## src/rtl/rasterizer_pkg.sv

```systemverilog
// Shared types for the rasterizer edge-test stage.
// Coordinates, edge values and the pixel/fragment bundles.
package rasterizer_pkg;

  localparam int COORD_W = 16;
  localparam int DIFF_W  = 17;
  localparam int PROD_W  = 34;
  localparam int EDGE_W  = 35;
  localparam int COLOR_W = 24;
  localparam int DEPTH_W = 16;

  localparam bit CULL_BACKFACE_DEFAULT = 1'b0;

  typedef logic signed [COORD_W-1:0] coord_t;
  typedef logic signed [DIFF_W-1:0]  diff_t;
  typedef logic signed [PROD_W-1:0]  prod_t;
  typedef logic signed [EDGE_W-1:0]  edge_t;
  typedef logic [COLOR_W-1:0]        color_t;
  typedef logic [DEPTH_W-1:0]        depth_t;

  typedef struct packed {
    coord_t x;
    coord_t y;
    coord_t v0_x;
    coord_t v0_y;
    coord_t v1_x;
    coord_t v1_y;
    coord_t v2_x;
    coord_t v2_y;
    color_t v0_color;
    color_t v1_color;
    color_t v2_color;
    depth_t v0_depth;
    depth_t v1_depth;
    depth_t v2_depth;
  } pixel_state_t;

  typedef struct packed {
    coord_t x;
    coord_t y;
    color_t v0_color;
    color_t v1_color;
    color_t v2_color;
    depth_t v0_depth;
    depth_t v1_depth;
    depth_t v2_depth;
  } attr_t;

  typedef struct packed {
    coord_t x;
    coord_t y;
    edge_t  e0;
    edge_t  e1;
    edge_t  e2;
    edge_t  area;
    color_t v0_color;
    color_t v1_color;
    color_t v2_color;
    depth_t v0_depth;
    depth_t v1_depth;
    depth_t v2_depth;
  } fragment_t;

  // Zero on an edge counts as inside for either winding.
  function automatic logic inside_test(
    edge_t area, edge_t e0, edge_t e1, edge_t e2, logic cull
  );
    logic r;
    logic a_zero;
    logic all_ge;
    logic all_le;
    r      = 1'b0;
    a_zero = (area == '0);
    all_ge = !e0[EDGE_W-1] && !e1[EDGE_W-1] && !e2[EDGE_W-1];
    all_le = (e0[EDGE_W-1] || e0 == '0)
          && (e1[EDGE_W-1] || e1 == '0)
          && (e2[EDGE_W-1] || e2 == '0);
    unique case (1'b1)
      (!area[EDGE_W-1] && !a_zero): r = all_ge;
      (area[EDGE_W-1]):             r = !cull && all_le;
      default:                      r = 1'b0;
    endcase
    return r;
  endfunction

endpackage

```

## src/rtl/edge_eval.sv

```systemverilog
// One edge function (xb-xa)*(y-ya) - (yb-ya)*(x-xa).
// Differences and products are registered; the final sum is combinational.
module edge_eval
  import rasterizer_pkg::*;
(
  input  logic   clk,
  input  logic   en,
  input  coord_t xa,
  input  coord_t ya,
  input  coord_t xb,
  input  coord_t yb,
  input  coord_t x,
  input  coord_t y,
  output edge_t  e
);

  diff_t dx;
  diff_t dy;
  diff_t qx;
  diff_t qy;
  prod_t p_a;
  prod_t p_b;

  always_ff @(posedge clk) begin
    if (en) begin
      dx  <= DIFF_W'(xb) - DIFF_W'(xa);
      dy  <= DIFF_W'(yb) - DIFF_W'(ya);
      qx  <= DIFF_W'(x) - DIFF_W'(xa);
      qy  <= DIFF_W'(y) - DIFF_W'(ya);
      p_a <= PROD_W'(dx) * PROD_W'(qy);
      p_b <= PROD_W'(dy) * PROD_W'(qx);
    end
  end

  assign e = EDGE_W'(p_a) - EDGE_W'(p_b);

endmodule

```

## config.mk

```make
export PLATFORM = sky130hd
export DESIGN_NAME = edge_eval
export DESIGN_NICKNAME = d
export VERILOG_FILES = /design/src/rtl/rasterizer_pkg.sv /design/src/rtl/edge_eval.sv
export SDC_FILE = /design/constraint.sdc
export NUM_CORES = 2
export LEC_CHECK = 0
export ABC_CLOCK_PERIOD_IN_PS = 11000
export CELL_PAD_IN_SITES_DETAIL_PLACEMENT = 1
export CELL_PAD_IN_SITES_GLOBAL_PLACEMENT = 2
export CORE_ASPECT_RATIO = 1.75
export CORE_MARGIN = 2
export CORE_UTILIZATION = 40
export DETAILED_ROUTE_END_ITERATION = 6
export GPL_ROUTABILITY_DRIVEN = 0
export PLACE_DENSITY_LB_ADDON = 0.1
export SLEW_MARGIN = 30
export SYNTH_ARGS = -nofsm -noshare
export SYNTH_HDL_FRONTEND = slang
export SYNTH_SLANG_ARGS = --single-unit
```

## constraint.sdc

```tcl
create_clock -name clk -period 11 [get_ports clk]
set_input_delay 2.2 -clock clk [delete_from_list [all_inputs] [get_ports clk]]
set_output_delay 2.2 -clock clk [all_outputs]
set_load 0.1 [all_outputs]
```

Yosys cells after proc, flatten, opt, wreduce, memory -nomap -nowiden
Cells that the tools add are included.
- add/sub/neg operators: 5
- multipliers: 2
- operator list (cell ; number):
    $mul 17x17->34 ; 2
    $sub 16x16->17 ; 4
    $sub 34x34->35 ; 1
- logic and storage cells: 13
- output and inout bits: 35
- bits in registers: 136

Logic depth before layout (Yosys ltp)
- depth after elaboration: 1
- depth in mapped cells: 24
- depth with buffers taken out: 23

Worst setup path after synthesis
No wires, ideal clock.
- kind: flip-flop to output port
- from: register p_b[0]
- to: output e[32]
- arrival: 4.564 ns
- setup slack: 4.236 ns
- stages on the path, launching flop included: 12
- buffers on the path: 0
- cell sequence: edfxtp_1 -> ha_1 -> fa_1 -> nor2b_1 -> o31ai_2 -> a21oi_1 -> o41ai_2 -> o31a_1 -> nor3_2 -> o21bai_1 -> and4b_1 -> a211oi_1
- longest elaborated chain between the ends: 1
- ends and longest elaborated chain (element ; RTL line ; RTL):
    start: declaration ; edge_eval.sv:22 ; prod_t p_b;
    start signal: assignment ; edge_eval.sv:31 ; p_b <= PROD_W'(dy) * PROD_W'(qx);
    $sub 34x34->35 ; edge_eval.sv:35 ; assign e = EDGE_W'(p_a) - EDGE_W'(p_b);
    end: declaration ; edge_eval.sv:14 ; output edge_t e
Every way passes these cells.

Worst setup path after layout
- from: register p_a[0]
- to: output e[32]
- longest elaborated chain between the ends: 1
- ends and longest elaborated chain (element ; RTL line ; RTL):
    start: declaration ; edge_eval.sv:21 ; prod_t p_a;
    start signal: assignment ; edge_eval.sv:30 ; p_a <= PROD_W'(dx) * PROD_W'(qy);
    $sub 34x34->35 ; edge_eval.sv:35 ;
Every way passes these cells.

==> results.py <==
metrics = {
    "hold_path": {
        "hold_start": "dy[0]",
        "min_path_cells": 2,
        "hold_end": "p_b[0]",
        "hold_path_class": "flip-flop to flip-flop",
    },
    "critical_path": {
        "worst_ep_required_time_ps": 8800,
        "cpPeakStageDelay_ps": 1260,
        "reg2reg_from": "qx[2]",
        "critPathLaunchType": "flip-flop",
        "timing.rr.end": "p_b[32]",
        "ff2ff_path_depth": 19,
        "path_max_fanout": 3,
        "r2r_slack_ps": 3740,
        "criticalPathCategory": "flip-flop to output pin",
        "cp_cell_sequence": "inv_1 -> ha_1 -> fa_1 -> nor2b_1 -> o31ai_2 -> a21oi_1 -> o41ai_2 -> o31a_1 -> nor3_2 -> o21bai_1 -> nand2_1 -> a211oi_1 -> clkdlybuf4s50_1",
        "worstSetupEndpointType": "output pin",
        "cp.arrival_ps": 5310,
        "cp_slowest_cell": "clkdlybuf4s50_1",
    },
    "cts": {
        "clkTransAtPathRegs_ps": 80,
        "clock_latency_ps": 490,
        "postCtsSetupRepairBufs": 0,
        "cts_made_buffers": 17,
        "cts-root-buf": "clkbuf_16",
        "htree_num_levels": 4,
        "ctsLongestPathBuffers": 2,
        "hold_buffers": 0,
        "cts_resized": 0,
        "cts_sinks": 136,
        "tritoncts": "done",
    },
    "global_routing": {
        "grt_max_degree": 80,
        "grt-ovfl-total": 0,
        "track_usage_pct": 26.9,
        "antenna_found_initial": 3,
        "grt_pass1_wl_microns": 154000,
        "grt_pass1_vias": 26100,
    },
    "synth": {
        "synth_seq_cells": 136,
        "synth_edf_count": 136,
        "synthTopCellsByArea": "fa_1 39%, edfxtp_1 13%, ha_1 11%",
        "synth_cells": 3155,
        "ys.flop_type": "edfxtp_1",
        "async_flop_share_pct": 0,
        "synth.avg_cell_area_sq_um": 9.61,
        "synth_area_leader_cell": "fa_1",
        "yosysSeqAreaShare_pct": 13.5,
        "synth_top_cell_area_share_pct": 39.4,
        "ys_types": 69,
        "syn_nets": 4118,
        "syn-cell-area_sq_um": 30300,
        "synth_warnings": 0,
    },
    "routing": {
        "vias": 22100,
        "m1WireLength_microns": 33600,
        "firstDrtPassIters": 5,
        "post_drt_wl_per_cell_microns": 23.3,
        "routed_via_density": 5.18,
        "drc": 0,
        "first_iter_violations": 893,
        "wl_microns": 99300,
        "wl_met2_microns": 57500,
        "wl_met3_microns": 1970,
        "top_layer": "met5",
        "postRouteAntennaNets": 0,
    },
    "floorplanning": {
        "rows": 133,
        "die-area_sq_um": 78100,
        "ioPinCount": 133,
        "chipHeight_microns": 368,
        "die_w_microns": 212,
        "start_util_pct": 40.4,
        "core_area_sq_um": 75100,
    },
    "timing": {
        "period_needed_ps": 7510,
        "timing.fmax_ghz": 0.133,
        "max_slew_margin_pct": 32.6,
        "period_share_pct": 68.3,
        "timing.final.ws_setup_ps": 3490,
        "rsz0062_at_grt": "no",
        "hold_violations": 0,
        "setup_viol": 0,
        "whs_ps": 830,
        "worst_pin_slew_ps": 1010,
        "fin_setup_tns_ps": 0,
        "skew_ps": 17.6,
        "slew_violations": 0,
    },
    "run": {
        "drv_cap": 0,
    },
    "layout": {
        "syn2layout_area_growth_pct": 9.87,
        "fin_cells": 4268,
        "layout-drive-gt1-share_pct": 2.40,
        "fin_nets": 4205,
    },
    "outcome": {
        "status": "finished clean",
    },
    "place": {
        "place_inst": 4235,
        "dp_hpwl_microns": 85700,
        "dp_slack_ps": 3730,
        "port_buffers": 132,
    },
}
[synthesized netlist by cell type, types with 3 or more instances]
master and instances:
inv_1 695, fa_1 597, nand2_1 326, and2_1 300, ha_1 268, edfxtp_1 136
nor2_1 113, xnor2_1 104, a21oi_1 91, clkbuf_1 77, o21ai_0 61, a21o_1 41
nor3_1 34, nand3_1 32, xor2_1 30, nor2b_1 26, o21a_1 21, nand2b_1 20
a211oi_1 18, and3_1 16, a21boi_0 13, o211ai_1 9, or3_1 8, a31oi_1 7
a41oi_1 7, or2_2 7, a221oi_1 6, o21ai_1 6, o31ai_1 6, a2111oi_0 5
a41o_1 5, o21bai_1 5, nand3b_1 4, o211a_1 4, a2111oi_2 3, a21oi_2 3
nand4_1 3, nor4_1 3, o22ai_1 3
[cells in the final DEF, fill, tap and decap left out, types with 17 or more instances in the layout]
cell type,count
a211oi_1,18
a21o_1,41
a21oi_1,91
and2_1,300
clkbuf_16,17
clkdlybuf4s50_1,130
edfxtp_1,136
fa_1,597
ha_1,268
inv_1,695
nand2_1,326
nand2b_1,20
nand3_1,32
nor2_1,113
nor2b_1,26
nor3_1,34
o21a_1,21
o21ai_0,61
xnor2_1,104
xor2_1,30
[layout make-up]
class,instances,area [sq um]
inverter,695,2610
clock inverter,14,165
clock buffer,18,429
multi-input combinational,2246,23300
fill,8551,41700
tap,1012,1270
timing repair buffer,146,1420
antenna,1,2.50
sequential,136,4080
[metrics by stage]
step | util, % | cell area (sq um)
detailed placement | 43.6 | 32700
global route | 44.4 | 33300
CTS | 44.4 | 33300
global placement | 43.6 | 32700
floorplan | - | 30300
finish | 44.4 | 33300
[per-layer routing]
metal	global-route usage, %	vias to the layer above
met5	0	-
met4	14.8	2
met3	2.32	182
met2	53.8	345
met1	26.6	11700
li1	-	9922
[registers in the layout (all words and copies together), names as in the netlist]
name,count
p_a,34
p_b,34
dx,17
dy,17
qx,17
qy,17
[how the worst max path moves through the flow]
stage	startpoint	end	slack, ps	cells past startpoint
after floorplan	p_b[0]	e[32]	4240	11
after CTS	p_a[0]	e[32]	3390	13
after detailed placement	dy[16]	p_b[32]	3730	19
final	p_a[0]	e[32]	3490	13
after global placement	qx[2]	p_b[33]	3810	19
after global routing	p_a[0]	e[32]	3350	13
[worst max-delay path, delay by kind of cell, from the launching register on]
| family | cells | cell delay [ps] |
|---|---|---|
| flip-flops | 1 | 370 |
| AND/OR/NAND/NOR | 3 | 380 |
| AO/OA/AOI/OAI | 6 | 2330 |
| buffers and inverters | 2 | 1330 |
| adder cells (fa/ha/maj) | 2 | 410 |
[cell families after synthesis]
| kind of cell | after synthesis | synth area share [%] |
|---|---|---|
| adders and majority gates | 865 | 50.5 |
| AOI/OAI and AO/OA | 342 | 7.66 |
| DFF | 136 | 13.5 |
| buffers and inverters | 773 | 9.57 |
| and+or+nand+nor | 902 | 14.9 |
| muxes | 3 | 0.103 |
| xor gates and xnor gates | 134 | 3.87 |
Power is not shown: default switching activity piles up to over one toggle a cycle in this logic, so the estimate is an artifact.
